===== src/rtl/spaceinv_pkg.sv =====
// Shared definitions for the pushbutton front end: channel indices, FSM states, timing defaults.
// No logic, no latency.
// No flow control; constants and helpers only.
package spaceinv_pkg;

    // Channel indices into the {D,C,B,A} button vectors
    localparam int BTN_A   = 0;
    localparam int BTN_B   = 1;
    localparam int BTN_C   = 2;
    localparam int BTN_D   = 3;
    localparam int NUM_BTN = 4;

    // Default timing at a 50 MHz system clock
    localparam int DEF_DEBOUNCE_CYCLES = 1000000;   // 20 ms
    localparam int DEF_REPEAT_DELAY    = 25000000;  // 500 ms
    localparam int DEF_REPEAT_RATE     = 5000000;   // 100 ms
    localparam logic [NUM_BTN-1:0] DEF_REPEAT_MASK = 4'b0011;

    // Every counter in the conditioner is this wide and saturates
    localparam int CNT_W = 25;
    typedef logic [CNT_W-1:0] cnt_t;

    // Per-channel debounce state
    typedef enum logic [1:0] {
        ST_RELEASED   = 2'd0,
        ST_DB_PRESS   = 2'd1,
        ST_PRESSED    = 2'd2,
        ST_DB_RELEASE = 2'd3
    } btn_state_e;

    // Increment that sticks at all-ones instead of wrapping
    function automatic cnt_t sat_inc(input cnt_t v);
        return (&v) ? v : cnt_t'(v + cnt_t'(1));
    endfunction

    // Decrement that sticks at zero instead of wrapping
    function automatic cnt_t sat_dec(input cnt_t v);
        return (v == '0) ? v : cnt_t'(v - cnt_t'(1));
    endfunction

endpackage


===== src/rtl/debounce_channel.sv =====
// One button channel: 2-flop synchronizer, debounce FSM and auto-repeat counter.
// Press/release accepted DEBOUNCE_CYCLES+2 cycles after a clean edge; all outputs registered.
// No backpressure; pulses are single-cycle strobes and are never held off.
module debounce_channel
    import spaceinv_pkg::*;
#(
    parameter int DEBOUNCE_CYCLES = DEF_DEBOUNCE_CYCLES,
    parameter int REPEAT_DELAY    = DEF_REPEAT_DELAY,
    parameter int REPEAT_RATE     = DEF_REPEAT_RATE,
    parameter bit REPEAT_EN       = 1'b1
) (
    input  logic clk,
    input  logic reset,
    input  logic btn_n_i,
    output logic level_o,
    output logic level_nxt_o,
    output logic press_o,
    output logic release_o,
    output logic rpt_o
);

    // Terminal counts; a counter sitting on its terminal value fires on the next qualifying edge
    localparam cnt_t DB_LAST     = cnt_t'(DEBOUNCE_CYCLES - 1);
    localparam cnt_t RPT_DLY_LD  = cnt_t'(REPEAT_DELAY - 1);
    localparam cnt_t RPT_RATE_LD = cnt_t'(REPEAT_RATE - 1);

    logic       sync1_q;
    logic       sync2_q;
    logic       btn_s;

    btn_state_e state_q, state_d;
    cnt_t       cnt_q, cnt_d;
    cnt_t       rcnt_q, rcnt_d;
    logic       level_q, level_d;
    logic       press_q, press_d;
    logic       release_q, release_d;
    logic       rpt_q, rpt_d;
    logic       rep_fire;

    // Bring the raw active-low button into the clock domain; reset loads "not pressed"
    always_ff @(posedge clk) begin
        if (reset) begin
            sync1_q <= 1'b1;
            sync2_q <= 1'b1;
        end else begin
            sync1_q <= btn_n_i;
            sync2_q <= sync1_q;
        end
    end

    assign btn_s = ~sync2_q;

    // Next-state for the debounce FSM, its stability counter and the repeat counter
    always_comb begin
        state_d   = state_q;
        cnt_d     = cnt_q;
        rcnt_d    = rcnt_q;
        level_d   = level_q;
        press_d   = 1'b0;
        release_d = 1'b0;
        rep_fire  = 1'b0;

        case (state_q)
            ST_RELEASED: begin
                if (btn_s) begin
                    state_d = ST_DB_PRESS;
                    cnt_d   = '0;
                end
            end
            ST_DB_PRESS: begin
                if (!btn_s) begin
                    // Bounce: give up silently
                    state_d = ST_RELEASED;
                    cnt_d   = '0;
                end else if (cnt_q >= DB_LAST) begin
                    state_d = ST_PRESSED;
                    cnt_d   = '0;
                    level_d = 1'b1;
                    press_d = 1'b1;
                end else begin
                    cnt_d = sat_inc(cnt_q);
                end
            end
            ST_PRESSED: begin
                if (!btn_s) begin
                    state_d = ST_DB_RELEASE;
                    cnt_d   = '0;
                end
            end
            ST_DB_RELEASE: begin
                if (btn_s) begin
                    // Bounce while held: stay pressed, no output change
                    state_d = ST_PRESSED;
                    cnt_d   = '0;
                end else if (cnt_q >= DB_LAST) begin
                    state_d   = ST_RELEASED;
                    cnt_d     = '0;
                    level_d   = 1'b0;
                    release_d = 1'b1;
                end else begin
                    cnt_d = sat_inc(cnt_q);
                end
            end
            default: begin
                state_d = ST_RELEASED;
                cnt_d   = '0;
                level_d = 1'b0;
            end
        endcase

        // Repeat counter: armed by the press, idle whenever the channel is not held,
        // so a release edge can never coincide with a repeat strobe
        if (press_d) begin
            rcnt_d = RPT_DLY_LD;
        end else if (!level_d || !REPEAT_EN) begin
            rcnt_d = '0;
        end else if (rcnt_q == '0) begin
            rep_fire = 1'b1;
            rcnt_d   = RPT_RATE_LD;
        end else begin
            rcnt_d = sat_dec(rcnt_q);
        end

        rpt_d = press_d | (REPEAT_EN & rep_fire);
    end

    // State, counters and registered outputs; reset aborts any debounce or repeat in progress
    always_ff @(posedge clk) begin
        if (reset) begin
            state_q   <= ST_RELEASED;
            cnt_q     <= '0;
            rcnt_q    <= '0;
            level_q   <= 1'b0;
            press_q   <= 1'b0;
            release_q <= 1'b0;
            rpt_q     <= 1'b0;
        end else begin
            state_q   <= state_d;
            cnt_q     <= cnt_d;
            rcnt_q    <= rcnt_d;
            level_q   <= level_d;
            press_q   <= press_d;
            release_q <= release_d;
            rpt_q     <= rpt_d;
        end
    end

    assign level_o     = level_q;
    assign level_nxt_o = reset ? 1'b0 : level_d;
    assign press_o     = press_q;
    assign release_o   = release_q;
    assign rpt_o       = rpt_q;

endmodule


===== src/rtl/button_conditioner.sv =====
// Four independent debounced pushbuttons {D,C,B,A} with press/release strobes and auto-repeat.
// Latency DEBOUNCE_CYCLES+2 cycles from a clean raw edge to the strobe; all outputs registered.
// No backpressure; strobes are one cycle wide and must be consumed when presented.
module button_conditioner
    import spaceinv_pkg::*;
#(
    parameter int                 DEBOUNCE_CYCLES = DEF_DEBOUNCE_CYCLES,
    parameter int                 REPEAT_DELAY    = DEF_REPEAT_DELAY,
    parameter int                 REPEAT_RATE     = DEF_REPEAT_RATE,
    parameter logic [NUM_BTN-1:0] REPEAT_MASK     = DEF_REPEAT_MASK
) (
    input  logic               clk,
    input  logic               reset,
    input  logic [NUM_BTN-1:0] btn_n,
    output logic [NUM_BTN-1:0] level,
    output logic [NUM_BTN-1:0] press,
    output logic [NUM_BTN-1:0] release_o,
    output logic [NUM_BTN-1:0] rpt,
    output logic               any_level
);

    logic [NUM_BTN-1:0] level_d;
    logic               any_level_q;

    for (genvar i = 0; i < NUM_BTN; i++) begin : g_ch
        debounce_channel #(
            .DEBOUNCE_CYCLES (DEBOUNCE_CYCLES),
            .REPEAT_DELAY    (REPEAT_DELAY),
            .REPEAT_RATE     (REPEAT_RATE),
            .REPEAT_EN       (REPEAT_MASK[i])
        ) u_ch (
            .clk         (clk),
            .reset       (reset),
            .btn_n_i     (btn_n[i]),
            .level_o     (level[i]),
            .level_nxt_o (level_d[i]),
            .press_o     (press[i]),
            .release_o   (release_o[i]),
            .rpt_o       (rpt[i])
        );
    end

    // any_level is registered from the channels' next level so it lines up with level
    always_ff @(posedge clk) begin
        if (reset) begin
            any_level_q <= 1'b0;
        end else begin
            any_level_q <= |level_d;
        end
    end

    assign any_level = any_level_q;

endmodule


===== config.mk =====
export PLATFORM = sky130hd
export DESIGN_NAME = button_conditioner
export DESIGN_NICKNAME = d
export VERILOG_FILES = /design/src/rtl/spaceinv_pkg.sv /design/src/rtl/debounce_channel.sv /design/src/rtl/button_conditioner.sv
export SDC_FILE = /design/constraint.sdc
export NUM_CORES = 1
export LEC_CHECK = 0
export CORE_ASPECT_RATIO = 0.75
export CORE_MARGIN = 4
export CORE_UTILIZATION = 40
export CTS_CLUSTER_DIAMETER = 200
export DETAILED_ROUTE_END_ITERATION = 10
export GPL_ROUTABILITY_DRIVEN = 0
export PLACE_DENSITY = 0.58
export SLEW_MARGIN = 0
export SYNTH_ARGS = -nofsm -noshare
export SYNTH_HDL_FRONTEND = slang
export SYNTH_SLANG_ARGS = --single-unit

===== constraint.sdc =====
create_clock -name clk -period 3.25 [get_ports clk]
set_input_delay 0.975 -clock clk [delete_from_list [all_inputs] [get_ports clk]]
set_output_delay 0.975 -clock clk [all_outputs]
set_load 0.01 [all_outputs]

==> impl_metrics.ini <==
[outcome]
status = finished, final reports clean

[critical_path]
crit_type = reg2reg
critPathLaunch = g_ch[0].u_ch.cnt_q[10]
r2r_slack_ns = 0.37
critPathArrivalTime_ns = 3.15
cp_data_required_time_ns = 3.52
r2r_cells = 7
critPathLaunchType = flop
crit_fanout = 15
rr_endpoint = any_level
worstReg2RegStart = g_ch[0].u_ch.cnt_q[10]
endpoint_kind = flop
critPathCapture = any_level

[power]
p_leak_nw = 3.54
p_total_mw = 5.38
ir_drop_mv = 0.363
power_density_nw_per_um2 = 559

[yosys]
synthCells = 1037
synth_cell_type_count = 65
synth_nets = 1051
netlist_area_um2 = 8580
synthTopCellsByArea = dfxtp_1, nor2_1, a21oi_1
synth_top_cell_by_area = dfxtp_1
yosys_warnings = 0
async_flop_share_pct = 0
postSynthAreaPerCell_um2 = 8.27
synth_edf_count = 0
seq_area_frac_synth_pct = 42.2
synthFlopType = dfxtp_1
ys_top_cells_by_count = dfxtp_1, nor2_1, nand2_1, a21oi_1, o21ai_0
ys_ff_latch = 181
synth_top_area_share_pct = 42.2
synth_most_common_cell = dfxtp_1

[sta]
max-slew-margin-rel_pct = 39.0
worstMarginPinSlew_ns = 0.903
hold_violations = 0
final_max_slew_viol_count = 0
fin_ws_ns = 0.365
fin_crit_sh_pct = 88.8
fin_skew_ns = 0.0113
setup_tns_ns = 0
period_needed_ns = 2.88
rsz0062_at_grt = no
finalSetupViolations = 0
timing.fmax_ghz = 0.347

[grt]
grt_pass1_wl_mm = 32.0
grt_remaining_overflow = 0
grt_pass1_vias = 6584
grt.total_usage_pct = 16.0
grt_antenna_before_repair = 0
grt_max_degree = 31

[placed_design]
dp.final_hpwl_mm = 12.8
dpl_cell_area_um2 = 9000
io_buffers = 22
pre_cts_ws_ns = 0.383

[min_path]
worstHoldPathType = reg2reg
hold_start = g_ch[1].u_ch.sync1_q

[die]
rows = 46
die_h_um = 135
start_util_pct = 40.6
die_x_um = 177
dieArea_um2 = 23900
io_pins = 23
core_um2 = 21100

[drt]
wl_per_cell_um = 14.0
remaining_drc_errors = 0
firstDrtPassIters = 5
drt_iter0_markers = 556
drtAntennaViolNets = 0
num_vias = 7220
routed_wl_mm = 18.7
vias_per_cell = 5.42

[clocking]
cts-htree-levels = 4
ctsHoldBuffers = 0
cts_max_path_buffers = 2
clkTransAtPathRegs_ns = 0.07
post_cts_resized = 0
clockRootBuffer = clkbuf_16
post-cts-setup-buffers = 0
cts_tree = done
clk_latency_ns = 0.43
clock_sinks = 181
numCtsBuffers = 17

[run]
maxCapViolCount = 0

[layout]
area_growth_pct = 12.1
num_antenna_cells = 0
stdcell_area_um2 = 9620
fillers = 2055
fin_nets = 1047
drive_above_1_share_pct = 7.94
registers in the layout (all words and copies together), names as in the netlist, named ones only:
name	count
g_ch.u_ch.cnt_q	100
g_ch.u_ch.level_o	4
g_ch.u_ch.rcnt_q	50
g_ch.u_ch.state_q	4
g_ch.u_ch.sync2_q	4
g_ch.u_ch.rpt_o	2
g_ch.u_ch.press_o	4
g_ch.u_ch.release_o	4
g_ch.u_ch.sync1_q	4
any_level	1
routing by layer:
| layer | vias to the layer above | track usage, % | routed length, um | share of wire (%) |
|---|---|---|---|---|
| li1 | 3745 | - | - | - |
| met1 | 3345 | 23.8 | 10000 | 54 |
| met2 | 116 | 23.3 | 7670 | 41 |
| met3 | 14 | 3.50 | 758 | 4.1 |
| met4 | 0 | 4.30 | 215 | 1.2 |
| met5 | - | 0 | 0 | 0 |
report_power, final:
group          internal, mW  switching, mW
logic                 0.368          0.496
clock network          1.32          0.847
registers              2.29         0.0625
worst min path at each step:
stage                            to  slack, ns  cells after the start
2_1_floorplan  g_ch[0].u_ch.sync2_q       0.39                      1
3_5_place_dp   g_ch[1].u_ch.sync2_q       0.40                      1
4_1_cts        g_ch[1].u_ch.sync2_q       0.41                      1
5_1_grt        g_ch[1].u_ch.sync2_q       0.42                      1
6_report       g_ch[1].u_ch.sync2_q       0.41                      1
3_3_place_gp   g_ch[0].u_ch.sync2_q       0.39                      1
cells by family after synthesis:
group,Yosys count,share of synthesized area [%]
DFF,181,42.2
adders and majority gates,8,1.17
muxes,2,0.233
xor gates and xnor gates,58,5.92
buffers and inverters,84,4.56
and+or+nand+nor,448,26.9
AOI/OAI and AO/OA,256,19.0
critical path, cell delays in order, from the launching register on:
cell and delay [ns]:
dfxtp_1 0.33, or4_1 0.53, or4_1 0.49, o22ai_2 0.23
o21ai_2 0.13, o21ai_1 0.45, and2_4 0.39, a41oi_1 0.16
metrics by stage:
step / utilization, % / std cells / hold WS (ns)
4_1_cts: 45.5 / 1333 / 0.413
2_1_floorplan: - / 1037 / 0.389
5_1_grt: 45.5 / 1333 / 0.422
6_report: 45.5 / 1333 / 0.409
3_3_place_gp: 42.6 / 1302 / 0.394
3_5_place_dp: 42.6 / 1302 / 0.398
layout make-up:
type | instances | area, um^2 | area share (%)
clock inverters | 10 | 154 | 1.60
inverters | 19 | 71.3 | 0.741
flip-flops and latches | 181 | 3620 | 37.7
multi-input cells | 772 | 4570 | 47.5
clock buffers | 21 | 460 | 4.79
repair buffers | 42 | 378 | 3.93
well taps | 288 | 360 | 3.75
placed cells by master (no fill, tap or decap), types with 9 or more instances in the layout:
master,synthesis,routed
a311oi_1,18,18
or4_1,13,13
xor2_1,27,27
nand2_1,73,73
nor2b_1,12,12
a31oi_1,13,13
buf_4,16,19
nand3_1,29,29
xnor2_1,31,31
nor2_1,121,121
clkdlybuf4s50_1,0,21
o31ai_1,13,13
a21oi_1,71,71
o21ai_2,10,10
nor3_1,38,38
nand4_1,32,32
and3_1,33,33
dfxtp_1,181,181
or2_2,16,16
clkbuf_16,0,17
or3_1,15,15
inv_1,18,18
and2_1,18,18
nor4_1,17,17
o21a_1,9,9
o21ai_0,71,71
Note: power is estimated with default switching activity, not from simulation.
